<file path="src/rtl/mux_pkg.sv">
// Shared types and constants for the skid-buffered N:1 operand selector.
package mux_pkg;

  typedef enum logic [1:0] {
    EMPTY = 2'd0,
    ONE   = 2'd1,
    FULL  = 2'd2
  } state_e;

  localparam int MUX_NUM_IN_MAX = 16;

  // Select width for n inputs; never narrower than one bit.
  function automatic int sel_width(input int n);
    return (n <= 2) ? 1 : $clog2(n);
  endfunction

endpackage

</file>
<file path="src/rtl/mux_n1.sv">
// Combinational N:1 select; an out-of-range index falls back to the last input.
module mux_n1 #(
  parameter int WIDTH  = 32,
  parameter int NUM_IN = 3,
  parameter int SEL_W  = 2
) (
  input  logic [NUM_IN*WIDTH-1:0] data_i,
  input  logic [SEL_W-1:0]        sel_i,
  output logic [WIDTH-1:0]        data_o
);

  logic [NUM_IN-1:0][WIDTH-1:0] in_arr;

  assign in_arr = data_i;

  always_comb begin
    data_o = in_arr[NUM_IN-1];
    for (int k = 0; k < NUM_IN - 1; k++) begin
      if (sel_i == SEL_W'(k)) data_o = in_arr[k];
    end
  end

endmodule

</file>
<file path="src/rtl/mux_skid_sel.sv">
// N:1 operand selector with a registered valid/ready output stage and one skid entry.
// Optional sticky out-of-range select flag (sel_err_o) built when MUX_SEL_ERR_EN is defined.
module mux_skid_sel
  import mux_pkg::*;
#(
  parameter  int WIDTH  = 32,
  parameter  int NUM_IN = 3,
  localparam int SEL_W  = sel_width(NUM_IN)
) (
  input  logic                    clk_i,
  input  logic                    rst_i,
  input  logic                    flush_i,
  input  logic [NUM_IN*WIDTH-1:0] data_i,
  input  logic [SEL_W-1:0]        select_i,
  input  logic                    valid_i,
  output logic                    ready_o,
  output logic [WIDTH-1:0]        data_o,
  output logic                    valid_o,
`ifdef MUX_SEL_ERR_EN
  output logic                    sel_err_o,
`endif
  input  logic                    ready_i
);

  state_e           state_q, state_d;
  logic [WIDTH-1:0] main_q, main_d;
  logic [WIDTH-1:0] skid_q, skid_d;
  logic [WIDTH-1:0] sel_data;
  logic             accept, consume;

  mux_n1 #(
    .WIDTH  (WIDTH),
    .NUM_IN (NUM_IN),
    .SEL_W  (SEL_W)
  ) u_mux (
    .data_i (data_i),
    .sel_i  (select_i),
    .data_o (sel_data)
  );

  // ready_o comes straight from the state flop, so it never sees ready_i.
  assign ready_o = (state_q != FULL);
  assign valid_o = (state_q != EMPTY);
  assign data_o  = main_q;

  assign accept  = valid_i & ready_o;
  assign consume = valid_o & ready_i;

  always_comb begin
    state_d = state_q;
    main_d  = main_q;
    skid_d  = skid_q;
    case (state_q)
      EMPTY: begin
        if (accept) begin
          state_d = ONE;
          main_d  = sel_data;
        end
      end
      ONE: begin
        if (accept && consume) begin
          main_d = sel_data;
        end else if (accept) begin
          state_d = FULL;
          skid_d  = sel_data;
        end else if (consume) begin
          state_d = EMPTY;
        end
      end
      FULL: begin
        if (consume) begin
          state_d = ONE;
          main_d  = skid_q;
        end
      end
      default: state_d = EMPTY;
    endcase
    // Flush overrides everything; data registers simply hold.
    if (flush_i) begin
      state_d = EMPTY;
      main_d  = main_q;
      skid_d  = skid_q;
    end
  end

  always_ff @(posedge clk_i or posedge rst_i) begin
    if (rst_i) begin
      state_q <= EMPTY;
      main_q  <= '0;
      skid_q  <= '0;
    end else begin
      state_q <= state_d;
      main_q  <= main_d;
      skid_q  <= skid_d;
    end
  end

`ifdef MUX_SEL_ERR_EN
  logic sel_err_q, sel_err_d;

  // Sticky until reset; a flushed (dropped) offer does not count as accepted.
  always_comb begin
    sel_err_d = sel_err_q;
    if (accept && !flush_i && (int'(select_i) >= NUM_IN)) sel_err_d = 1'b1;
  end

  always_ff @(posedge clk_i or posedge rst_i) begin
    if (rst_i) sel_err_q <= 1'b0;
    else       sel_err_q <= sel_err_d;
  end

  assign sel_err_o = sel_err_q;
`else
  // No error tracking in this build.
`endif

endmodule

</file>
<file path="config.mk">
export PLATFORM = sky130hd
export DESIGN_NAME = mux_skid_sel
export DESIGN_NICKNAME = d
export VERILOG_FILES = /design/src/rtl/mux_pkg.sv /design/src/rtl/mux_n1.sv /design/src/rtl/mux_skid_sel.sv
export SDC_FILE = /design/constraint.sdc
export NUM_CORES = 1
export LEC_CHECK = 0
export CORE_MARGIN = 8
export CORE_UTILIZATION = 45
export DETAILED_ROUTE_END_ITERATION = 8
export PLACE_DENSITY = 0.78
export SLEW_MARGIN = 0
export SYNTH_ARGS = -nofsm -noshare
export SYNTH_HDL_FRONTEND = slang
export SYNTH_SLANG_ARGS = --single-unit
</file>
<file path="constraint.sdc">
create_clock -name clk_i -period 2.6 [get_ports clk_i]
set_clock_uncertainty 0.1 [all_clocks]
set_input_delay 0.26 -clock clk_i [delete_from_list [all_inputs] [get_ports clk_i]]
set_output_delay 0.26 -clock clk_i [all_outputs]
set_load 0.01 [all_outputs]
</file>
==> qor.csv <==
metric,value,unit
maximum number of pins on one net before global-route repair,66,
overall via count from detail_route,3373,
Syn Std Cell Area,0.004399,mm²
Post-Synthesis Cells,402,
RD Place Congestion,0.7385,
kind of capture point of the worst setup path,output port,
maximum VDD drop,301.1,µV
Post-DRT Antenna Nets,0,
final worst path period need,2.201,ns
Placement Rows,36,
fraction of the cycle the final worst path needs,84.66,%
Final Max Slew Viols,0,
number of buffers created by CTS,9,
met3 wire len,723,µm
cell taking the most area after synthesis,sky130_fd_sc_hd__dfrtp_1,
multi-input gate area in the final layout,0.002333,mm²
length of routed wiring on met1,4309,µm
# resized after CTS,0,
dominant synthesized flop cell,sky130_fd_sc_hd__dfrtp_1,
worst path required time,2.24,ns
ANT cells,0,
routed length per placed instance,16.00,µm
Die Span Y,114.9,µm
DRT iter0 DRCs,122,
# port buffers,136,
"EDFF count, synth",0,
CTS tree,done,
Die ar.,0.01320,mm²
area taken by flip-flops and latches,0.001652,mm²
area growth from synthesis to final layout,34.98,%
Sinks on Clock Net,66,
leakage,0.002629,µW
ratio of cells with drive above 1 in the final layout,24.14,%
insertion delay to the later sink of the worst-skew pair,0.34,ns
number of H-tree levels,3,
most used cells in the layout excluding fill and tap cells,"134 x sky130_fd_sc_hd__clkdlybuf4s50_1, 66 x sky130_fd_sc_hd__dfrtp_1, 34 x sky130_fd_sc_hd__nand2_1, 34 x sky130_fd_sc_hd__mux2_2, 33 x sky130_fd_sc_hd__nor2_1",
"number of placed instances, taps included",644,
number of filler cells placed in the layout,809,
"Async S/R FF share, synth",100.0,%
post-CTS setup buffer count,0,
Final Instance Count excl. Fillers,659,
final hold vios,0,
register area share after synthesis,37.54,%
Highest Signal Layer,met4,
"FF+latch count, synth",66,
actual slew at the worst max-slew pin,0.7105,ns
top-level port count,137,
power per cell area,565.4,mW/mm²
max_slew headroom,52.57,%
cell types with the largest area share after synthesis,"sky130_fd_sc_hd__dfrtp_1 38%, sky130_fd_sc_hd__mux2_4 9.2%, sky130_fd_sc_hd__mux2_2 8.7%, sky130_fd_sc_hd__nor3b_2 7.7%, sky130_fd_sc_hd__mux2i_1 7.3%",
Post-CTS Hold Fix Bufs,0,
"Reg clk slew, reported paths",0.07,ns
aggregate global routing overflow,0,
Die Span X,114.9,µm
result of the run,finished clean,
Crit path arrival time,1.84,ns
first-pass iteration count of the detailed router,4,
ratio of routed vias to standard cells,5.118,
"commonest non-fill, non-tap cell in the layout",sky130_fd_sc_hd__clkdlybuf4s50_1,
via count of the first global-routing pass,3682,
Mapped Avg Cell Area,10.94,µm²
Total Routing Usage GR,16.38,%
Detail Route met2 WL,5361,µm
total length of routed wires,10540,µm
startpoint type of the worst setup path,register,
class of the most critical hold timing path,in -> async,
Setup CP Type,reg -> out,
number of antenna violations at the first check in global routing,0,
core area,0.009639,mm²
nets in the synthesized netlist,505,
remaining design rule violation count,0,
proportion of netlist area held by the largest area contributor,37.54,%
max cap viols,0,
nets,625,
largest fanout of any net on the critical path,23,
share of the core filled with cells,61.60,%
number of distinct standard cells referenced by the synthesized netlist,31,
setup repair after global routing missed its margin,false,
root cell of the clock tree,sky130_fd_sc_hd__clkbuf_8,
Fmax achieved,0.4543,GHz
global-route wire length before repair,17460,µm
number of warnings issued by yosys,0,
# setup viols final,0,
HPWL after DPL,7714,µm
CTS max path bufs,2,
initial cell density of the core,45.64,%
aggregate negative setup slack,0,ns
## layer usage
metal / vias up / GRT usage (%)
met5: - / 0
met4: 0 / 5.429
met3: 12 / 5.200
met2: 91 / 28.64
met1: 1609 / 18.47
li1: 1661 / -
## synth_stat cells, types with 2 or more instances
cell	n
sky130_fd_sc_hd__mux2_4	27
sky130_fd_sc_hd__o21ai_1	7
sky130_fd_sc_hd__a221oi_1	3
sky130_fd_sc_hd__buf_2	9
sky130_fd_sc_hd__nand2b_1	2
sky130_fd_sc_hd__o21ai_0	12
sky130_fd_sc_hd__nand2_1	34
sky130_fd_sc_hd__clkbuf_1	4
sky130_fd_sc_hd__mux2_2	34
sky130_fd_sc_hd__a311oi_1	29
sky130_fd_sc_hd__dfrtp_1	66
sky130_fd_sc_hd__inv_1	30
sky130_fd_sc_hd__o21ai_2	10
sky130_fd_sc_hd__nor2_1	33
sky130_fd_sc_hd__mux2i_1	32
sky130_fd_sc_hd__o31ai_1	4
sky130_fd_sc_hd__buf_6	13
sky130_fd_sc_hd__nor3b_2	27
sky130_fd_sc_hd__buf_4	5
sky130_fd_sc_hd__nor3b_1	2
sky130_fd_sc_hd__buf_12	3
sky130_fd_sc_hd__nor2b_1	7
## worst max-delay path, stage by stage (launching register included)
cell	delay, ns
sky130_fd_sc_hd__dfrtp_1	0.40
sky130_fd_sc_hd__nand2b_2	0.46
sky130_fd_sc_hd__clkdlybuf4s50_1	0.65
## through the flow
step,area [µm²],power [µW],hold slack (ns),setup WS (ns)
floorplan,4399,2012,0.2258,0.5852
global placement,5753,2508,0.3611,0.3952
detailed placement,5753,2554,0.3666,0.3416
CTS,5938,3409,0.3012,0.3810
global route,5938,3571,0.3579,0.2880
finish,5938,3358,0.2917,0.3988
## area by class of cell
cell class                 count  share of cell area [%]
sequential                    66                   27.81
tap                          133                   2.802
clock inverter                 3                  0.6743
multi-input combinational    271                   39.30
timing repair buffer         144                   25.07
inverter                      30                   1.896
clock buffer                  12                   2.444
## report_power, final
part	internal, µW	leakage [µW]	total (µW)	switching [µW]
Sequential	1290	0.000799	1430	137
Combinational	661	0.00173	1090	430
Clock	462	0.0000962	839	377
Total	2410	0.00263	3360	945
## kinds of logic after synthesis
group	synth area share, %
AND/OR/NAND/NOR	15.73
multiplexers	25.20
AO/OA/AOI/OAI	11.89
buffers and inverters	9.642
flip-flops	37.54
## registers in the layout, summed over array words and instances, names as in the netlist
name	cells
state_q	2
skid_q	32
data_o	32
## worst paths after layout
check                      startpoint         end  slack [ns]  cells after the start
min reg2reg                skid_q[11]  skid_q[11]        0.38                      2
min in group clk_i         skid_q[11]  skid_q[11]        0.38                      2
max in group asynchronous       rst_i  data_o[13]        1.47                      3
min                             rst_i   skid_q[5]        0.29                      2
max                        state_q[0]     ready_o        0.40                      2
max reg2reg                state_q[0]  data_o[18]        0.53                      5
(Power assumes the default switching activity.)
